`src/rtl/atan2_arbiter_if.sv`:
```
// atan2_arbiter_if: request, atan2 issue/return and response bus of the atan2 arbiter.
interface atan2_arbiter_if #(
    parameter int N     = 4,
    parameter int WIDTH = 16
);
    logic [N-1:0]         req_valid;
    logic [N-1:0]         req_ready;
    logic [N*WIDTH-1:0]   req_y;
    logic [N*WIDTH-1:0]   req_x;
    logic [WIDTH-1:0]     atan_y;
    logic [WIDTH-1:0]     atan_x;
    logic [15:0]          atan_res;
    logic [N-1:0]         rsp_valid;
    logic [15:0]          rsp_data;
    logic [$clog2(N)-1:0] rsp_id;
    logic                 drain;
    logic                 drained;
    logic                 busy;

    modport master (
        output req_valid, req_y, req_x, atan_res, drain,
        input  req_ready, atan_y, atan_x, rsp_valid, rsp_data, rsp_id, drained, busy
    );
    modport slave (
        input  req_valid, req_y, req_x, atan_res, drain,
        output req_ready, atan_y, atan_x, rsp_valid, rsp_data, rsp_id, drained, busy
    );
endinterface

```
`src/rtl/atan2_arbiter.sv`:
```
// atan2_arbiter: round-robin sharing of one fixed-latency atan2 pipeline between N requesters.
// Define ATAN2_ARB_STATS_EN to add per-requester grant counters and a stall counter.
module atan2_arbiter #(
    parameter int N     = 4,
    parameter int WIDTH = 16,
    parameter int DELAY = 8
) (
    input  logic            clk,
    input  logic            reset,
    atan2_arbiter_if.slave  bus
`ifdef ATAN2_ARB_STATS_EN
    ,
    output logic [N*32-1:0] stat_grants,
    output logic [31:0]     stat_stall
`endif
);
    localparam int IW = $clog2(N);
    localparam int CW = $clog2(DELAY + 3);
    localparam int TD = DELAY + 2;
    localparam logic [1:0] S_RUN = 2'd0, S_DRAIN = 2'd1, S_DRAINED = 2'd2;

    logic [1:0]    r_state;
    logic [IW-1:0] r_ptr;
    logic [CW-1:0] r_cnt;
    logic [TD-1:0] r_tag_v;
    logic [IW-1:0] r_tag_id [TD];
    logic [IW-1:0] w_idx;
    logic [IW-1:0] w_gnt_id;
    logic          w_gnt;
    logic          w_ret;
    logic [1:0]    w_state_nxt;

    // first valid requester after the pointer, wrapping modulo N
    always_comb begin
        w_gnt = 1'b0;
        w_gnt_id = '0;
        w_idx = '0;
        for (int k = 1; k <= N; k++) begin
            w_idx = (int'(r_ptr) + k >= N) ? IW'(int'(r_ptr) + k - N) : IW'(int'(r_ptr) + k);
            if (!w_gnt && bus.req_valid[w_idx]) begin
                w_gnt = 1'b1;
                w_gnt_id = w_idx;
            end
        end
        w_gnt = w_gnt && r_state == S_RUN && !bus.drain && !reset;
    end

    assign w_ret = r_tag_v[TD-1];
    assign bus.req_ready = w_gnt ? N'(1) << w_gnt_id : '0;
    assign bus.busy = r_cnt != '0;
    assign bus.drained = r_state == S_DRAINED;
    assign w_state_nxt = (r_state == S_RUN) ? (bus.drain ? S_DRAIN : S_RUN) :
                         !bus.drain ? S_RUN :
                         (r_state == S_DRAINED || r_cnt == '0) ? S_DRAINED : S_DRAIN;

    always_ff @(posedge clk) begin
        if (reset) begin
            r_state <= S_RUN;
            r_ptr <= IW'(N - 1);
            r_cnt <= '0;
            r_tag_v <= '0;
            bus.atan_y <= '0;
            bus.atan_x <= '0;
            bus.rsp_valid <= '0;
            bus.rsp_data <= '0;
            bus.rsp_id <= '0;
        end else begin
            r_state <= w_state_nxt;
            r_cnt <= r_cnt + CW'(w_gnt) - CW'(w_ret);
            r_tag_v <= {r_tag_v[TD-2:0], w_gnt};
            bus.rsp_valid <= w_ret ? N'(1) << r_tag_id[TD-1] : '0;
            if (w_gnt) begin
                r_ptr <= w_gnt_id;
                bus.atan_y <= bus.req_y[w_gnt_id*WIDTH +: WIDTH];
                bus.atan_x <= bus.req_x[w_gnt_id*WIDTH +: WIDTH];
            end
            if (w_ret) begin
                bus.rsp_data <= bus.atan_res;
                bus.rsp_id <= r_tag_id[TD-1];
            end
        end
    end

    // ids ride alongside the valid bits; one extra stage aligns them with the registered atan2 result
    always_ff @(posedge clk) begin
        r_tag_id[0] <= w_gnt_id;
        for (int i = 1; i < TD; i++) r_tag_id[i] <= r_tag_id[i-1];
    end

`ifdef ATAN2_ARB_STATS_EN
    always_ff @(posedge clk) begin
        if (reset) begin
            stat_grants <= '0;
            stat_stall <= '0;
        end else begin
            for (int i = 0; i < N; i++)
                if (w_gnt && w_gnt_id == IW'(i) && stat_grants[i*32 +: 32] != '1)
                    stat_grants[i*32 +: 32] <= stat_grants[i*32 +: 32] + 32'd1;
            if (|bus.req_valid && !w_gnt && stat_stall != '1)
                stat_stall <= stat_stall + 32'd1;
        end
    end
`endif
endmodule

```
`src/flat_wrapper.sv`:
```
// flat-port wrapper written by rule: the top's interface ports become plain ports
module atan2_arbiter_flat 
#(
    parameter int N     = 4,
    parameter int WIDTH = 16,
    parameter int DELAY = 8
)
  (clk, reset, bus_req_valid, bus_req_y, bus_req_x, bus_atan_res, bus_drain, bus_req_ready, bus_atan_y, bus_atan_x, bus_rsp_valid, bus_rsp_data, bus_rsp_id, bus_drained, bus_busy);
  atan2_arbiter_if #(.N(N), .WIDTH(WIDTH)) bus_i ();
  input  logic clk;
  input  logic reset;
  input wire logic [$bits(bus_i.req_valid)-1:0] bus_req_valid;
  input wire logic [$bits(bus_i.req_y)-1:0] bus_req_y;
  input wire logic [$bits(bus_i.req_x)-1:0] bus_req_x;
  input wire logic [$bits(bus_i.atan_res)-1:0] bus_atan_res;
  input wire logic [$bits(bus_i.drain)-1:0] bus_drain;
  output wire logic [$bits(bus_i.req_ready)-1:0] bus_req_ready;
  output wire logic [$bits(bus_i.atan_y)-1:0] bus_atan_y;
  output wire logic [$bits(bus_i.atan_x)-1:0] bus_atan_x;
  output wire logic [$bits(bus_i.rsp_valid)-1:0] bus_rsp_valid;
  output wire logic [$bits(bus_i.rsp_data)-1:0] bus_rsp_data;
  output wire logic [$bits(bus_i.rsp_id)-1:0] bus_rsp_id;
  output wire logic [$bits(bus_i.drained)-1:0] bus_drained;
  output wire logic [$bits(bus_i.busy)-1:0] bus_busy;
  assign bus_i.req_valid = bus_req_valid;
  assign bus_i.req_y = bus_req_y;
  assign bus_i.req_x = bus_req_x;
  assign bus_i.atan_res = bus_atan_res;
  assign bus_i.drain = bus_drain;
  assign bus_req_ready = bus_i.req_ready;
  assign bus_atan_y = bus_i.atan_y;
  assign bus_atan_x = bus_i.atan_x;
  assign bus_rsp_valid = bus_i.rsp_valid;
  assign bus_rsp_data = bus_i.rsp_data;
  assign bus_rsp_id = bus_i.rsp_id;
  assign bus_drained = bus_i.drained;
  assign bus_busy = bus_i.busy;
  atan2_arbiter #(.N(N), .WIDTH(WIDTH), .DELAY(DELAY)) u_core (.clk(clk), .reset(reset), .bus(bus_i));
endmodule
```
`config.mk`:
```
export PLATFORM = sky130hd
export DESIGN_NAME = atan2_arbiter_flat
export DESIGN_NICKNAME = d
export VERILOG_FILES = /design/src/rtl/atan2_arbiter_if.sv /design/src/rtl/atan2_arbiter.sv /design/src/flat_wrapper.sv
export SDC_FILE = /design/constraint.sdc
export NUM_CORES = 1
export LEC_CHECK = 0
export BUFFER_PORTS_ARGS = -buffer_cell sky130_fd_sc_hd__buf_2
export CAP_MARGIN = 30
export CORE_ASPECT_RATIO = 0.9
export CORE_MARGIN = 2
export CORE_UTILIZATION = 35
export CTS_BUF_LIST = sky130_fd_sc_hd__clkbuf_8
export CTS_CLUSTER_SIZE = 20
export DETAILED_ROUTE_END_ITERATION = 16
export GPL_TIMING_DRIVEN = 0
export HOLD_SLACK_MARGIN = 0.15
export PLACE_DENSITY = 0.68
export SLEW_MARGIN = 20
export SYNTH_ARGS = -nofsm -noshare
export SYNTH_HDL_FRONTEND = slang
export SYNTH_SLANG_ARGS = --single-unit
```
`constraint.sdc`:
```
create_clock -name clk -period 4.2 [get_ports clk]
set_clock_uncertainty 0.05 [all_clocks]
set_input_delay 0.63 -clock clk [delete_from_list [all_inputs] [get_ports clk]]
set_output_delay 0.63 -clock clk [all_outputs]
set_load 0.1 [all_outputs]
```
After elaboration in Yosys (flattened, before gate mapping)
Memory sizes are Yosys's and may differ from the RTL's.
Cells that the tools add are included.
{"block": "word_totals", "output_inout_bits": 60, "reg_bits": 72, "wordCells": 75, "n_memories": 1, "in_bits": 151, "mem_bits_rw": 20}
{"block": "classes", "n_mux": 25, "n_reduce_logical": 16, "eq_ne": 1, "n_bitwise": 1, "addsub": 10, "n_shift": 4, "n_lt_le_gt_ge": 8}
{"name": "u_core.r_tag_id", "words": 10, "word_bits": 2, "read_ports": 10, "rd_clocked_by_memory_dff": 0, "wr": 10, "line_no": "atan2_arbiter.sv:26", "rtl": "logic [IW-1:0] r_tag_id [TD];"}
{"operator": "indexed part select 64 x 7 -> 16 bit", "count": 2}
{"operator": "two-way mux 2 bit", "count": 11}
{"operator": "less-than comparator 2 x 3 -> 1 bit, second input constant", "count": 4}
{"operator": "greater-or-equal comparator 3 bit, second input constant", "count": 3}
{"operator": "two-way mux 1 bit", "count": 9}
{"operator": "binary-select mux 1 bit (select 2 bit)", "count": 4}
{"operator": "<< shifter 1 x 2 -> 4 bit, first input constant", "count": 2}
{"operator": "subtractor 2 x 1 -> 2 bit, second input constant", "count": 4}
{"operator": "adder 2 x 2 -> 3 bit, second input constant", "count": 2}
{"operator": "logical AND 1 bit", "count": 6}
{"operator": "logical NOT 1 bit", "count": 5}
{"operator": "adder 2 x 3 -> 4 bit, second input constant", "count": 1}
{"operator": "adder 4 x 1 -> 4 bit", "count": 1}
{"operator": "greater-or-equal comparator 4 x 3 -> 1 bit, second input constant", "count": 1}
{"operator": "logical NOT 4 bit", "count": 1}
{"operator": "two-way mux 4 bit", "count": 1}
{"operator": "nonzero test 4 bit", "count": 1}
{"operator": "subtractor 4 x 1 -> 4 bit", "count": 1}
{"operator": "adder 2 x 1 -> 3 bit, second input constant", "count": 1}
{"operator": "== test 2 bit, second input constant", "count": 1}
{"operator": "logical NOT 2 bit", "count": 1}
{"operator": "OR reduction 2 bit", "count": 1}
{"operator": "logical OR 1 bit", "count": 1}
{"operator": "NOT 1 bit", "count": 1}

Depth between registers and ports, before layout
Gate-level depths: netlist of the first run.
{"block": "depth", "ltp_word": 20, "depth_mapped": 12, "ltp_nobuf": 9}

Least setup slack after synthesis of the first run
OpenSTA, ideal clock, no wires.
{"block": "synth_path", "path_kind": "input to output", "start": "input port reset", "end": "output port bus_req_ready[0]", "setup_slack_ns": -0.103, "path_buffers": 4, "arrival_time_ns": 3.623, "path_stages": 7, "t_required_ns": 3.520, "path_cell_list": "clkbuf_1 -> nor4_1 -> nand2_1 -> buf_2 -> buf_2 -> buf_1 -> nor3_1"}
{"block": "synth_via", "elab_chain_len": 3}
{"element": "start, declared", "line_no": "flat_wrapper.sv:11", "rtl": "input logic reset;"}
{"element": "logical NOT 1 bit", "line_no": "atan2_arbiter.sv:45", "rtl": "w_gnt = w_gnt && r_state == S_RUN && !bus.drain && !reset;"}
{"element": "logical AND 1 bit", "line_no": "atan2_arbiter.sv:45"}
{"element": "two-way mux 4 bit", "line_no": "atan2_arbiter.sv:49", "rtl": "assign bus.req_ready = w_gnt ? N'(1) << w_gnt_id : '0;"}
{"element": "end, declared", "line_no": "flat_wrapper.sv:17", "rtl": "output wire logic [$bits(bus_i.req_ready)-1:0] bus_req_ready;"}
No other way between the ends.

Final worst setup path of the first run
{"block": "layout_path", "start": "input port reset", "end": "output port bus_req_ready[3]"}
Same word-level chain as after synthesis.

==> results.tsv, run 1 <==
metric	value	unit
status	finished, final reports clean	
min_period	3296	ps
core_region_area	11340	um2
dieArea	12380	um2
numCtsBuffers	9	
die_w	117.1	um
fillers	1088	
gr-total-overflow	0	
setup_viol	0	
cts.clk_slew.worst_paths	100	ps
synth_area	4028	um2
pre_cts_slack	861.2	ps
ys_top_cells_by_count	92 x dfxtp_1, 47 x mux2i_1, 43 x nor2_1	
rows	37	
synthArstFlopShare	0	%
ioPinCount	211	
synth_edf_count	0	
die_h	105.8	um
cp_max_fo	10	
grt_pass1_vias	3854	
synthTopCellsByArea	dfxtp_1 46%, mux2i_1 12%, a2111oi_0 6.1%	
hp-class	register to register	
slew_viol_final	0	
post_cts_buffers	0	
cts_buffer_depth	2	
clkLatencyLatePin	360	ps
yosysUniqueCellTypes	42	
power	2217	uW
syn_area_per_cell	10.02	um2
initial_core_util	35.51	%
place.gp.congestion	0.8724	
antenna_found_initial	0	
ys_seq_elements	92	
cp-end-kind	output port	
grt_max_degree	17	
synth.largest_area_cell	dfxtp_1	
p_per_area	405.5	nW/um2
routedWlPerCell	15.33	um
dp_cells	767	
route.detailed.drc	0	
via_per_inst	5.000	
nNetsFinal	779	
dp_hpwl	9340	um
routed_wl	12000	um
hold_violations	0	
cts.sinks	92	
startpoint_type	primary input	
cts_tree	done	
antenna_left	0	
area_growth	35.76	%
first_iter_violations	163	
fmax	0.3034	GHz
arrival	2620	ps
cts-hold-fix-buffers	0	
cts_root_buffer	clkbuf_8	
max-slew-margin-rel	53.46	%
critPathKind	primary input to output port	
synth_warnings	0	
vias	3915	
final_util	48.21	%
cts.htree.levels	3	
vdd.ir_drop.worst	0.0001458	V
numPortBuffers	209	
required	3520	ps
period_share	78.47	%
netlist.area_leader.share	45.73	%
cellLeakagePower	0.002540	uW
cap_violations	0	
worst_pin_slew	698.1	ps
drive_above_1_share	40.35	%
final_cells	783	
grt_util_all_layers	19.39	%
n_antenna_cell	0	
whs	277.5	ps
rsz0062_at_grt	no	
ys_seq_area_share	45.73	%
cts.repair.resized	0	
grt_first_pass_wirelength	18700	um
drt_first_pass_iters	4	
setup_slack	904.1	ps
syn_inst	402	
synth_nets	559	
synth_most_common_cell	dfxtp_1	
yosys_most_used_dff	dfxtp_1	
-- final timing paths --
kind | slack (ps) | cells past startpoint | startpoint | to
hold / removal | 280 | 0 | u_core.r_tag_id[6][0] | u_core.r_tag_id[7][0]
setup / recovery | 900 | 10 | reset | bus_req_ready[3]
setup reg to reg | 1720 | 9 | u_core.r_state[0] | u_core.r_cnt[1]
hold reg to reg | 280 | 0 | u_core.r_tag_id[6][0] | u_core.r_tag_id[7][0]
-- flip-flops by register name, summed over array words and instances, names as in the netlist --
| register | count |
|---|---|
| u_core.bus.atan_x | 16 |
| u_core.bus.atan_y | 16 |
| u_core.bus.rsp_data | 16 |
| u_core.bus.rsp_id | 2 |
| u_core.bus.rsp_valid | 4 |
| u_core.r_cnt | 4 |
| u_core.r_ptr | 2 |
| u_core.r_state | 2 |
| u_core.r_tag_id | 20 |
| u_core.r_tag_v | 10 |
-- per-layer routing --
layer,track usage (%),vias to the layer above,part of all wire [%]
met5,0,-,0
met1,24.50,1795,43
met4,6.471,0,1.4
met2,32.25,173,48
met3,4.600,11,7.4
li1,-,1936,-
-- metrics by stage --
step                      setup TNS, ps  cell area, um2
after floorplan                  -206.2            4028
after global placement                0            5269
after detailed placement              0            5269
after CTS                             0            5468
after global routing                  0            5468
final                                 0            5468
-- critical path: stages --
cell	delay, ps
clkbuf_1	180
nor4_1	270
nand2_1	110
buf_2	200
inv_1	100
buf_4	180
nand2_2	180
buf_4	230
nor2_1	80
buf_2	440
-- layout make-up --
cell class / instances / area, um2 / area share [%]
timing repair buffer: 209 / 1046 / 19.13
sequential: 92 / 1842 / 33.68
buffer: 37 / 197.7 / 3.616
tap: 156 / 195.2 / 3.570
clock buffer: 9 / 123.9 / 2.265
multi-input combinational: 262 / 1947 / 35.61
inverter: 11 / 41.29 / 0.7551
clock inverter: 7 / 75.07 / 1.373
-- placed cells by master, fill, tap and decap left out, drive strengths merged, types with 3 or more instances in the layout --
cell / instances
mux2i: 48
a21oi: 4
and3: 34
inv: 14
ha: 5
clkbuf: 30
buf: 225
dfxtp: 92
nand3b: 15
o221ai: 15
nor2: 43
a2111oi: 34
nor2b: 14
nor3: 4
nand2: 9
nand2b: 3
nor4: 18
-- cell families (layout without fill, tap and decap cells) --
logic type / after synthesis / after routing / share of synthesized area (%)
and+or+nand+nor: 143 / 143 / 19.82
DFF: 92 / 92 / 45.73
AOI/OAI and AO/OA: 63 / 63 / 13.79
xor gates and xnor gates: 2 / 2 / 0.4350
buffers and inverters: 48 / 273 / 5.933
adders and majority gates: 6 / 6 / 2.050
muxes: 48 / 48 / 12.24
-- report_power, final --
part / switching [uW] / internal (uW) / leakage, uW / total [uW]
registers: 26.3 / 936 / 0.000754 / 962
logic: 459 / 185 / 0.00168 / 644
clock network: 331 / 279 / 0.000103 / 611
total: 816 / 1400 / 0.00254 / 2220
Power figures use the tool's default switching activity.
==> run 2, diff against run 1 <==
==> constraint.sdc (replaced) <==
create_clock -name clk -period 3.1 [get_ports clk]
set_clock_uncertainty 0.05 [all_clocks]
set_input_delay 0.465 -clock clk [delete_from_list [all_inputs] [get_ports clk]]
set_output_delay 0.465 -clock clk [all_outputs]
set_load 0.1 [all_outputs]
==> results.tsv, run 2 (synthesis gave the netlist of run 1 again) <==
metric	value	unit
path_buf_inv	4	
grt_first_pass_wirelength	18820	um
drive_above_1_share	40.89	%
via_per_inst	5.063	
gr-total-overflow	0	
worst_pin_slew	700.4	ps
setup_slack	187.0	ps
layout_common_cells	212 x buf_2, 92 x dfxtp_1, 47 x mux2i_1, 43 x nor2_1, 34 x and3_1	
cp-end-kind	output port	
nNetsFinal	778	
power	3076	uW
status	finished, final reports clean	
cts.sinks	92	
antenna_left	0	
r2r-start	u_core.r_state[1]	
cts.htree.levels	3	
post_cts_buffers	0	
cts_root_buffer	clkbuf_8	
hold_violations	0	
multi_input_area	1978	um2
min_period	2913	ps
cap_violations	0	
clkLatencyLatePin	360	ps
min_from	u_core.r_tag_id[1][0]	
cellLeakagePower	0.002557	uW
numPortBuffers	209	
max-slew-margin-rel	52.10	%
slew_viol_final	0	
top_register	u_core.r_tag_id	
numCtsBuffers	9	
hp-class	register to register	
cts_tree	done	
grt_util_all_layers	19.51	%
cpPeakStageDelay	330	ps
routedWlPerCell	15.12	um
cts.clk_slew.worst_paths	90	ps
drt_first_pass_iters	4	
area_growth	37.34	%
rsz0062_at_grt	no	
cp_max_fo	10	
path_cells	buf_6 -> mux2i_4 -> a2bb2oi_4 -> nand2_4 -> buf_6 -> nand2_2 -> buf_4 -> nor2_1 -> buf_4	
critPathKind	register to output port	
core_region_area	11340	um2
die_w	117.1	um
cts.repair.resized	5	
dp_cells	767	
reg2reg_setup_slack	620	ps
ioPinCount	211	
p_per_area	556.1	nW/um2
startpoint_type	register	
hold_depth	0	
seq_area	1842	um2
n_antenna_cell	0	
rows	37	
final_common_cell	buf_2	
rr_worst_depth	9	
period_share	93.97	%
route.detailed.drc	0	
place.gp.congestion	0.8161	
first_iter_violations	185	
antenna_found_initial	0	
required	2580	ps
final_cells	782	
largest_reg_flops	20	
setup_viol	0	
grt_pass1_vias	4016	
dp_hpwl	9202	um
vdd.ir_drop.worst	0.0002836	V
initial_core_util	35.51	%
cts-hold-fix-buffers	0	
r2r_end	u_core.r_cnt[1]	
arrival	2400	ps
dieArea	12380	um2
routed_wl	11820	um
grt_max_degree	17	
cts_buffer_depth	2	
fmax	0.3433	GHz
min_to	u_core.r_tag_id[2][0]	
cpLargestDelayFamily	buffers and inverters	
pre_cts_slack	-60.29	ps
fillers	1083	
vias	3959	
critPathSlowestCell	dfxtp_1	
die_h	105.8	um
run 2: worst register-to-register path: stages (launching register included):
cell	delay [ps]
dfxtp_1	340
nor4_4	340
nand2_1	120
buf_2	190
inv_1	90
buf_4	180
buf_2	290
ha_1	240
fa_1	410
nor2b_1	130
run 2: power breakdown:
group / internal (uW) / total [uW] / leakage [uW] / switching, uW
logic: 254 / 879 / 0.00169 / 625
registers: 1270 / 1310 / 0.000754 / 37.9
clock network: 458 / 891 / 0.000112 / 433
total: 1980 / 3080 / 0.00256 / 1100
run 2: metal layers:
layer  global-route usage [%]  vias to the layer above  wire length, um
li1                         -                     1925                -
met5                        0                        -                0
met3                    6.095                       18              867
met2                    33.36                      153             5842
met4                    6.639                        0              163
met1                    22.88                     1863             4947
run 2: how the worst max path moves through the flow:
stage	start	endpoint	slack [ps]	cells past startpoint
4_1_cts	u_core.r_state[1]	bus_req_ready[2]	70	7
2_1_floorplan	reset	bus_req_ready[1]	-180	9
3_5_place_dp	reset	bus_req_ready[2]	-60	8
3_3_place_gp	reset	bus_req_ready[2]	-70	8
5_1_grt	u_core.r_state[1]	bus_req_ready[1]	6	9
6_report	u_core.r_ptr[1]	bus_req_ready[1]	190	9
run 2: area by class of cell:
type,count,area share [%]
well taps,156,3.529
clock inverters,7,1.764
multi-input cells,262,35.76
flip-flops and latches,92,33.30
repair buffers,209,19.16
inverters,11,0.7464
clock buffers,9,2.239
plain buffers,36,3.506
run 2: stage by stage:
| step | utilization, % | area, um2 | hold WS [ps] | TNS [ps] |
|---|---|---|---|---|
| after floorplan | - | 4044 | 259.6 | -418.6 |
| after global placement | 46.60 | 5285 | 260.3 | -146.5 |
| after detailed placement | 46.60 | 5285 | 262.1 | -118.7 |
| after CTS | 48.69 | 5523 | 260.8 | 0 |
| after global routing | 48.77 | 5532 | 277.2 | 0 |
| final | 48.77 | 5532 | 278.1 | 0 |
